$ cat config.mk
export PLATFORM = sky130hd
export DESIGN_NAME = pattern_serializer
export DESIGN_NICKNAME = d
export VERILOG_FILES = /design/src/rtl/pattern_serializer_pkg.sv /design/src/rtl/pattern_ram.sv /design/src/rtl/pattern_serializer.sv
export SDC_FILE = /design/constraint.sdc
export NUM_CORES = 1
export LEC_CHECK = 0
export BUFFER_PORTS_ARGS = -buffer_cell sky130_fd_sc_hd__buf_2
export CORE_ASPECT_RATIO = 0.8
export CORE_MARGIN = 3
export CORE_UTILIZATION = 43
export CTS_BUF_LIST = sky130_fd_sc_hd__clkbuf_4 sky130_fd_sc_hd__clkbuf_8
export DETAILED_ROUTE_END_ITERATION = 10
export GPL_TIMING_DRIVEN = 0
export PLACE_DENSITY = 0.58
export SLEW_MARGIN = 20
export SYNTH_ARGS = -nofsm -noshare
export SYNTH_HDL_FRONTEND = slang
export SYNTH_SLANG_ARGS = --single-unit
$ cat constraint.sdc
create_clock -name clk -period 3.83 [get_ports clk]
set_input_delay 0.5745 -clock clk [delete_from_list [all_inputs] [get_ports clk]]
set_output_delay 0.5745 -clock clk [all_outputs]
set_load 0.02 [all_outputs]
$ cat src/rtl/pattern_serializer_pkg.sv
// Shared types and the reset-time thermometer pattern for the serializer.
package pattern_serializer_pkg;

  typedef enum logic {IDLE, SHIFT} state_t;

  localparam int unsigned THERM_MAX_W = 64;

  // Entry i holds (2^(i+1))-1, clipped to width bits.
  function automatic logic [THERM_MAX_W-1:0] therm(input int unsigned i, input int unsigned width);
    logic [THERM_MAX_W-1:0] r;
    r = '0;
    for (int unsigned b = 0; b < THERM_MAX_W; b++) begin
      if ((b <= i) && (b < width)) r[b] = 1'b1;
    end
    return r;
  endfunction

endpackage

$ cat src/rtl/pattern_ram.sv
// DEPTH x WIDTH pattern register file: one synchronous write port,
// one asynchronous read port, thermometer contents on reset.
module pattern_ram
  import pattern_serializer_pkg::*;
#(
  parameter int unsigned WIDTH = 8,
  parameter int unsigned DEPTH = 8,
  parameter int unsigned AW    = $clog2(DEPTH)
) (
  input  logic             clk,
  input  logic             reset,
  input  logic             wr_en,
  input  logic [AW-1:0]    wr_addr,
  input  logic [WIDTH-1:0] wr_data,
  input  logic [AW-1:0]    rd_addr,
  output logic [WIDTH-1:0] rd_data
);

  logic [WIDTH-1:0] mem [DEPTH];

  always_ff @(posedge clk) begin
    if (reset) begin
      for (int unsigned i = 0; i < DEPTH; i++) begin
        mem[i] <= WIDTH'(therm(i, WIDTH));
      end
    end else if (wr_en) begin
      mem[wr_addr] <= wr_data;
    end
  end

  // Read sees pre-edge contents, so a same-cycle write never leaks into a snapshot.
  assign rd_data = mem[rd_addr];

endmodule

$ cat src/rtl/pattern_serializer.sv
// Streams a selected stored pattern one bit per clock, LSB- or MSB-first,
// one-shot or continuously looping, with abort.
module pattern_serializer
  import pattern_serializer_pkg::*;
#(
  parameter  int unsigned WIDTH = 8,
  parameter  int unsigned DEPTH = 8,
  localparam int unsigned AW    = $clog2(DEPTH),
  localparam int unsigned BW    = $clog2(WIDTH)
) (
  input  logic             clk,
  input  logic             reset,
  input  logic             wr_en,
  input  logic [AW-1:0]    wr_addr,
  input  logic [WIDTH-1:0] wr_data,
  input  logic             start,
  input  logic [AW-1:0]    sel,
  input  logic             loop,
  input  logic             msb_first,
  input  logic             stop,
  output logic             o,
  output logic             valid,
  output logic             busy,
  output logic             done,
  output logic [BW-1:0]    bit_idx
);

  localparam logic [BW-1:0] LAST = BW'(WIDTH - 1);

  state_t           state;
  logic [WIDTH-1:0] snap;
  logic [WIDTH-1:0] rd_data;
  logic [AW-1:0]    cur_sel;
  logic             cur_msb;
  logic             cont;
  logic [AW-1:0]    rd_addr_c;
  logic [BW-1:0]    nxt_idx_c;

  function automatic logic pick(input logic [WIDTH-1:0] v, input logic [BW-1:0] i, input logic m);
    return m ? v[LAST - i] : v[i];
  endfunction

  // IDLE reads the requested entry; SHIFT reads the latched one for loop reloads.
  assign rd_addr_c = (state == IDLE) ? sel : cur_sel;
  assign nxt_idx_c = bit_idx + BW'(1);

  pattern_ram #(
    .WIDTH (WIDTH),
    .DEPTH (DEPTH),
    .AW    (AW)
  ) u_ram (
    .clk     (clk),
    .reset   (reset),
    .wr_en   (wr_en),
    .wr_addr (wr_addr),
    .wr_data (wr_data),
    .rd_addr (rd_addr_c),
    .rd_data (rd_data)
  );

  // bit_idx always names the bit currently on o; cont holds the loop decision
  // taken when the last bit was launched, so done and the frame-end action agree.
  always_ff @(posedge clk) begin
    if (reset) begin
      state   <= IDLE;
      snap    <= '0;
      cur_sel <= '0;
      cur_msb <= 1'b0;
      cont    <= 1'b0;
      o       <= 1'b0;
      valid   <= 1'b0;
      busy    <= 1'b0;
      done    <= 1'b0;
      bit_idx <= '0;
    end else begin
      case (state)
        IDLE: begin
          done <= 1'b0;
          if (start) begin
            snap    <= rd_data;
            cur_sel <= sel;
            cur_msb <= msb_first;
            cont    <= loop;
            bit_idx <= '0;
            o       <= pick(rd_data, '0, msb_first);
            valid   <= 1'b1;
            busy    <= 1'b1;
            state   <= SHIFT;
          end
        end
        SHIFT: begin
          if (stop) begin
            state   <= IDLE;
            o       <= 1'b0;
            valid   <= 1'b0;
            busy    <= 1'b0;
            done    <= 1'b0;
            bit_idx <= '0;
          end else if (bit_idx == LAST) begin
            done <= 1'b0;
            if (cont) begin
              snap    <= rd_data;
              bit_idx <= '0;
              o       <= pick(rd_data, '0, cur_msb);
            end else begin
              state   <= IDLE;
              o       <= 1'b0;
              valid   <= 1'b0;
              busy    <= 1'b0;
              bit_idx <= '0;
            end
          end else begin
            bit_idx <= nxt_idx_c;
            o       <= pick(snap, nxt_idx_c, cur_msb);
            done    <= (nxt_idx_c == LAST) && !loop;
            cont    <= loop;
          end
        end
        default: state <= IDLE;
      endcase
    end
  end

endmodule

==> summary.md, run 1 <==
| Metric | Value |
|---|---|
| Run status | `finished, final reports clean` |
| Placer Congestion | `0.835` |
| Antenna Cells | `0` |
| Setup WS pre-CTS | `0.948 ns` |
| Total gr overflow | `0` |
| Hpwl dp | `7460 µm` |
| FFs w/ async S/R, synth | `0%` |
| Setup Viol. Count Final | `0` |
| Pin count of the biggest net entering global routing | `14` |
| Hold Violations, Final | `0` |
| Vias in the first global route | `~2,900` |
| Post-route ant nets | `0` |
| Total placed cells including tap cells | `535` |
| Post-CTS sizing | `0` |
| CP max-delay cell | `mux4_2` |
| Initial antenna violation count | `0` |
| Clock sinks | `84` |
| Psw | `0.500 mW` |
| First-pass GRT wire length | `16,000 µm` |
| Cts hold-fix bufs | `0` |
| Vias | `3,066` |
| CP startpoint kind | `flip-flop` |
| Tmin final | `around 2.7 ns` |
| Pleak | `1.68 nW` |
| CTS tree | `yes` |
| Max-cap violations | `0` |
| Syn Area/Cell | `10.5 µm²` |
| Final setup margin | `1.15 ns` |
| Port Buf Inserts | `27` |
| Worst Max-Slew Pin Slew | `0.992 ns` |
| Total track usage | `20.2%` |
| Synth Flop Type | `edfxtp_1` |
| DR iter-0 viols | `about 310` |
| Final worst-path cycle share | `a little over two thirds` |
| Crit path kind | `flip-flop to flip-flop` |
| Final design utilization | `50.0%` |
| CP arrival | `2.91 ns` |
| Final-layout fill cell count | `850` |
| Clock power frac | `between 30% and 40%` |
| Core area | `between 9000 and 10,000 µm²` |
| Clock latency on the worst-skew pair | `0.36 ns` |
| Fin area | `4590 µm²` |
| Slowest stage delay, CP | `0.52 ns` |
| Worst IR drop on VDD | `0.212 mV` |
| Syn_nets | `417` |
| Most frequent cells in the layout | `nand2_1, edfxtp_1, or3_1` |
| Crit end category | `flip-flop` |
| Pint | `roughly 1.4 mW` |
| Initial Util | `44.8%` |
| Max Slew Vio Count | `0` |
| Pwr/cell area | `424 nW/µm²` |
| Clk slew on worst S/H paths | `0.09 ns` |
| Seq/Total Area, Yosys | `56.3%` |
| Pre-antenna DRT Iters | `5` |
| Overall die height | `approximately 94 µm` |
| Number of synthesized register bits | `84` |
| Post-Route Skew | `around 0.014 ns` |
| Residual DRC | `0` |
| Vias per inst | `5.56` |
| Die area | `10,800 µm²` |
| Switching share of power | `25.7%` |
| # rows | `31` |
| Detailed Route WL | `10,100 µm` |
| Reg power frac | `a little over half` |
| Worst relative slew slack | `33.4%` |
| CTS root buffer | `clkbuf_8` |
| Number of distinct library cells after synthesis | `41` |
| Commonest non-fill, non-tap cell in the layout | `nand2_1` |
| Clock buffer depth | `2` |
| RSZ-0062 raised after global routing | `false` |
| P&R area growth vs syn | `11.4%` |
| Most used cell, CP | `mux4_2` |
| IO Pins | `28` |
| FMAX | `about 0.37 GHz` |
| Worst-path maximum fanout | `7` |
| Post-synthesis instance total | `393` |
| Gate power share | `between 10% and 20%` |
| H-tree depth | `3` |
| Final net count | `455` |
| Yosys warning total | `0` |
| Reg2reg setup slack | `1.15 ns` |
| WL/cell | `18.3 µm` |
| Share of layout cells above drive strength 1 | `between 10% and 20%` |
| Final Non-Filler Cells | `~550` |
| Worst min path class | `input pin to flip-flop` |
| Worst EP required | `4.06 ns` |
| CP Cell Sequence | `clkbuf_1, inv_1, ha_1, mux4_2, mux4_2, nor2b_1, a21oi_1, o31ai_1` |
| Cts bufs inserted | `9` |
| Setup_tns | `0 ns` |
| Post-synth EDFFs | `64` |
| Setup Fix Bufs, Post-CTS | `0` |
| Cell Area, Placed | `between 4000 and 5000 µm²` |
| DIE WIDTH | `115 µm` |
| Mapped Area | `4120 µm²` |
logic make-up (layout without fill, tap and decap cells):
family / count (synthesis) / count (layout) / share of synthesized area (%)
buf+inv: 27 / 70 / 3.07
mux: 10 / 10 / 4.40
flops: 84 / 84 / 56.3
fa+ha+maj: 3 / 3 / 0.911
compound gates: 48 / 48 / 8.11
simple gates: 221 / 221 / 27.2
synth_stat cells (all sizes together), types with 2 or more instances:
cell    count  area share [%]
or2         9             1.4
nor2b      10             1.5
o22ai       5            0.76
mux2        2            0.64
o21bai      2            0.36
a221oi      4             1.0
nand2b      6            0.91
edfxtp     64              47
clkbuf     14             1.3
mux4        5             2.7
nand3      13             1.6
a21oi      19             2.4
dfxtp      20             9.7
buf        10             1.5
and2       28             4.3
nor2       26             2.4
a311oi     12             2.6
nand2      73             6.6
o21ai       3            0.36
inv         3            0.27
nor3        9             1.1
mux2i       3             1.0
and3        7             1.1
ha          3            0.91
or3        34             5.2
metal layers:
layer  wire (µm)  share of wire, %  GRT usage [%]  up-vias
met5           0                 0              0        -
met4         108               1.1           4.79        0
met1        4920                49           30.1     1486
met3         512               5.1           4.66       11
met2        4550                45           30.0       75
li1            -                 -              -     1494
area by class of cell:
| class | instances | area [µm²] | share of cell area (%) |
|---|---|---|---|
| flip-flops and latches | 84 | 2320 | 50.6 |
| multi-input cells | 282 | 1670 | 36.4 |
| well taps | 115 | 144 | 3.13 |
| clock buffers | 11 | 139 | 3.02 |
| repair buffers | 27 | 135 | 2.94 |
| plain buffers | 24 | 115 | 2.51 |
| clock inverters | 5 | 52.6 | 1.14 |
| inverters | 3 | 11.3 | 0.245 |
power groups by stage:
stage               clock [mW]  combinational [mW]  sequential [mW]
finish                   0.621               0.262             1.06
global route             0.678               0.291             1.07
CTS                      0.630               0.261             1.06
detailed placement           0               0.260             1.08
global placement             0               0.257             1.08
floorplan                    0               0.172             1.08
path summary, 6_finish.rpt:
path | startpoint | to | cells past startpoint
min | sel[2] | cur_sel[2] | 3
max | bit_idx[0] | o | 8
min reg2reg | cur_sel[2] | cur_sel[2] | 2
max reg2reg | bit_idx[0] | o | 8
registers in the layout, indices dropped and copies added, names as in the netlist:
signal / flops
cur_msb: 1
u_ram.mem: 64
cur_sel: 3
bit_idx: 3
snap: 8
busy: 1
done: 1
o: 1
state: 1
cont: 1
worst max-delay path, delay by kind of cell (launching register included):
family / cells / cell delay, ns
flip-flops: 1 / 0.36
AO/OA/AOI/OAI: 2 / 0.22
multiplexers: 2 / 0.99
adder cells (fa/ha/maj): 1 / 0.41
buffers and inverters: 2 / 0.43
AND/OR/NAND/NOR: 1 / 0.16
metrics by stage:
stage                     hold WS [ns]  power (mW)
final                            0.452        1.95
after global routing             0.452        2.04
after CTS                        0.447        1.95
after detailed placement         0.456        1.34
after global placement           0.447        1.34
after floorplan                  0.436        1.25
No activity file was read; power rests on OpenSTA's default activity.
==> run 2: changes to the inputs <==
- ABC_AREA: default -> 1
- clock period: 3.83 -> 2.7 ns (I/O delays scaled with it)
==> summary.md, run 2 <==
| Metric | Value |
|---|---|
| P&R area growth vs syn | `12.3%` |
| Most frequent cells after synthesis | `nand2_1, edfxtp_1, nand3_1` |
| Top cells by area, synth | `edfxtp_1, nand2_1, dfxtp_1` |
| Worst EP required | `2.96 ns (-1.10 ns)` |
| Overall die height | `93.0 µm (-0.63%)` |
| Pwr/cell area | `661 nW/µm² (+56%)` |
| Vias | `3,184 (+3.8%)` |
| Final-layout fill cell count | `883 (+3.9%)` |
| Total gr overflow | `0 (unchanged)` |
| IO Pins | `28 (unchanged)` |
| Multi-input logic area | `1390 µm² (-17%)` |
| Worst IR drop on VDD | `0.273 mV (+29%)` |
| M2 GR Usage | `29.3% (-0.70 points)` |
| Largest regs | `u_ram.mem x64, snap x8` |
| Number of synthesized register bits | `84 (unchanged)` |
| Initial Util | `44.6% (-0.22 points)` |
| Pleak | `1.95 nW (+16%)` |
| Syn Area/Cell | `8.78 µm² (-16%)` |
| Setup Fix Bufs, Post-CTS | `0 (unchanged)` |
| Final setup margin | `0.620 ns (-0.526 ns)` |
| GRT met1 Usage | `27.6% (-2.5 points)` |
| Synth Flop Type | `edfxtp_1` |
| Reg2reg setup slack | `0.62 ns (-0.53 ns)` |
| Yosys warning total | `0 (unchanged)` |
| Post-route ant nets | `0 (unchanged)` |
| Pre-antenna DRT Iters | `7 (+2)` |
| H-tree depth | `3 (unchanged)` |
| CP arrival | `2.34 ns (-0.57 ns)` |
| Cts hold-fix bufs | `0 (unchanged)` |
| Clock buffer depth | `2 (unchanged)` |
| FMAX | `0.481 GHz (+29%)` |
| Setup_tns | `0 ns (unchanged)` |
| Setup Viol. Count Final | `0 (unchanged)` |
| Cts bufs inserted | `9 (unchanged)` |
| DIE WIDTH | `115 µm (-0.63%)` |
| Worst min path class | `input pin to flip-flop` |
| Post-CTS sizing | `0 (unchanged)` |
| Crit end category | `flip-flop` |
| Post-synthesis instance total | `463 (+18%)` |
| Hold Violations, Final | `0 (unchanged)` |
| Die area | `10,700 µm² (-1.3%)` |
| Share of layout cells above drive strength 1 | `14.4% (-1.9 points)` |
| CTS root buffer | `clkbuf_8` |
| Most frequent cells in the layout | `nand2_1, edfxtp_1, nand3_1` |
| Antenna Cells | `0 (unchanged)` |
| RSZ-0062 raised after global routing | `false` |
| Worst-path maximum fanout | `10 (+3)` |
| CP startpoint kind | `flip-flop` |
| Mapped Area | `4070 µm² (-1.3%)` |
| FFs w/ async S/R, synth | `0% (unchanged)` |
| Clk slew on worst S/H paths | `0.09 ns (about the same)` |
| Vias per inst | `5.13 (-7.9%)` |
| Max FFs per register | `64 (unchanged)` |
| Detailed Route WL | `9830 µm (-2.6%)` |
| Clock latency on the worst-skew pair | `0.36 ns (about the same)` |
| Max-cap violations | `0 (unchanged)` |
| Crit path kind | `flip-flop to flip-flop` |
| Final worst-path cycle share | `77.1% (+7.0 points)` |
| Yosys top cell area share | `47.3% (+0.63 points)` |
| Total track usage | `19.3% (-0.90 points)` |
| Vias in the first global route | `2,998 (+4.3%)` |
| Tmin final | `2.08 ns (-0.604 ns)` |
| Core area | `9110 µm² (-0.84%)` |
| Fin area | `4570 µm² (-0.54%)` |
| Final design utilization | `50.1% (+0.15 points)` |
| Run status | `finished, final reports clean` |
| Hpwl dp | `7150 µm (-4.2%)` |
| Worst Setup EP | `o` |
| Number of distinct library cells after synthesis | `25 (-39%)` |
| Area taken by flip-flops and latches | `2320 µm² (unchanged)` |
| Syn_nets | `487 (+17%)` |
| Seq/Total Area, Yosys | `57.1% (+0.76 points)` |
| Worst hold margin | `0.288 ns (-0.164 ns)` |
| Post-Route Skew | `0.0139 ns (-0.000401 ns)` |
| Worst Max-Slew Pin Slew | `0.708 ns (-0.284 ns)` |
| Global routing's busiest layer | `met2` |
| Area leader, netlist | `edfxtp_1` |
| Worst r2r src | `bit_idx[0]` |
| CTS tree | `yes` |
| Initial antenna violation count | `0 (unchanged)` |
| Critical Path Start | `bit_idx[0]` |
| WL/cell | `15.8 µm (-14%)` |
| Post-synth EDFFs | `64 (unchanged)` |
| Pin count of the biggest net entering global routing | `15 (+1)` |
| Placer Congestion | `0.814 (-2.5%)` |
| # rows | `31 (unchanged)` |
| R2r worst-path depth | `15 (+7)` |
| Biggest register | `u_ram.mem` |
| Worst relative slew slack | `52.5% (+19 points)` |
| Clock sinks | `84 (unchanged)` |
| Commonest non-fill, non-tap cell in the layout | `nand2_1` |
| Port Buf Inserts | `27 (unchanged)` |
| Setup WS pre-CTS | `0.323 ns (-0.625 ns)` |
| Residual DRC | `0 (unchanged)` |
| DR iter-0 viols | `310 (-0.96%)` |
| Max Slew Vio Count | `0 (unchanged)` |
| Most common cell in the netlist | `nand2_1` |
| Met3 Resource Use GR | `4.85% (+0.19 points)` |
| Capturing point of the worst reg2reg path | `o` |
| Cell Area, Placed | `4350 µm² (-1.3%)` |
| Final net count | `525 (+15%)` |
| First-pass GRT wire length | `15,500 µm (-3.0%)` |
==> run 2: changes by cell type after synthesis, sizes merged, moves of 17 or more <==
cell / change
and2: -28
o21ai: +17
nand2: +57
inv: +63
or3: -34
nor2: +30
nand3: +50
==> run 2: metal layers <==
layer / up-vias / part of all wire [%]
met1: 1503 / 49
met5: - / 0
met4: 0 / 1.0
met2: 72 / 45
li1: 1600 / -
met3: 9 / 5.6
==> run 2: cell type report <==
class | instances | area share, %
Sequential cell | 84 | 50.8
Multi-Input combinational cell | 299 | 30.4
Inverter | 66 | 5.42
Clock buffer | 12 | 3.21
Tap cell | 115 | 3.15
Timing Repair Buffer | 27 | 2.96
Buffer | 14 | 2.38
Clock inverter | 4 | 1.64
==> run 2: cells by family after synthesis <==
kind of cell               Yosys count  share of synthesized area [%]
adders and majority gates            3                          0.923
and+or+nand+nor                    250                           26.4
AOI/OAI and AO/OA                   46                           6.77
DFF                                 84                           57.1
buffers and inverters               80                           8.77
==> run 2: worst max-delay path, cell delays in order, from the launching register on <==
cell	delay, ns
dfxtp_1	0.36
buf_2	0.21
inv_1	0.07
buf_2	0.18
ha_1	0.39
inv_1	0.13
nand3_1	0.11
nand2_1	0.07
nand2_1	0.06
nand3_1	0.07
nand3_1	0.07
nand2_1	0.05
inv_1	0.05
nand3_1	0.07
nand2_1	0.06
inv_1	0.03
==> run 2: stage by stage <==
step                      power [mW]  instances
after floorplan                 1.89        463
after global placement          2.03        605
after detailed placement        2.04        605
after CTS                       3.03        621
after global routing            3.15        621
final                           3.02        621
==> run 2: worst min-delay path by stage <==
stage	end	cells past startpoint	slack [ns]	startpoint
floorplan	cont	2	0.46	cont
finish	state	2	0.29	reset
global route	bit_idx[1]	2	0.29	reset
global placement	bit_idx[2]	2	0.47	bit_idx[2]
CTS	state	2	0.28	reset
detailed placement	bit_idx[2]	2	0.48	bit_idx[2]
==> run 2: power breakdown <==
group          internal, mW  switching, mW
clock network         0.553          0.454
registers              1.48         0.0386
logic                 0.163          0.329
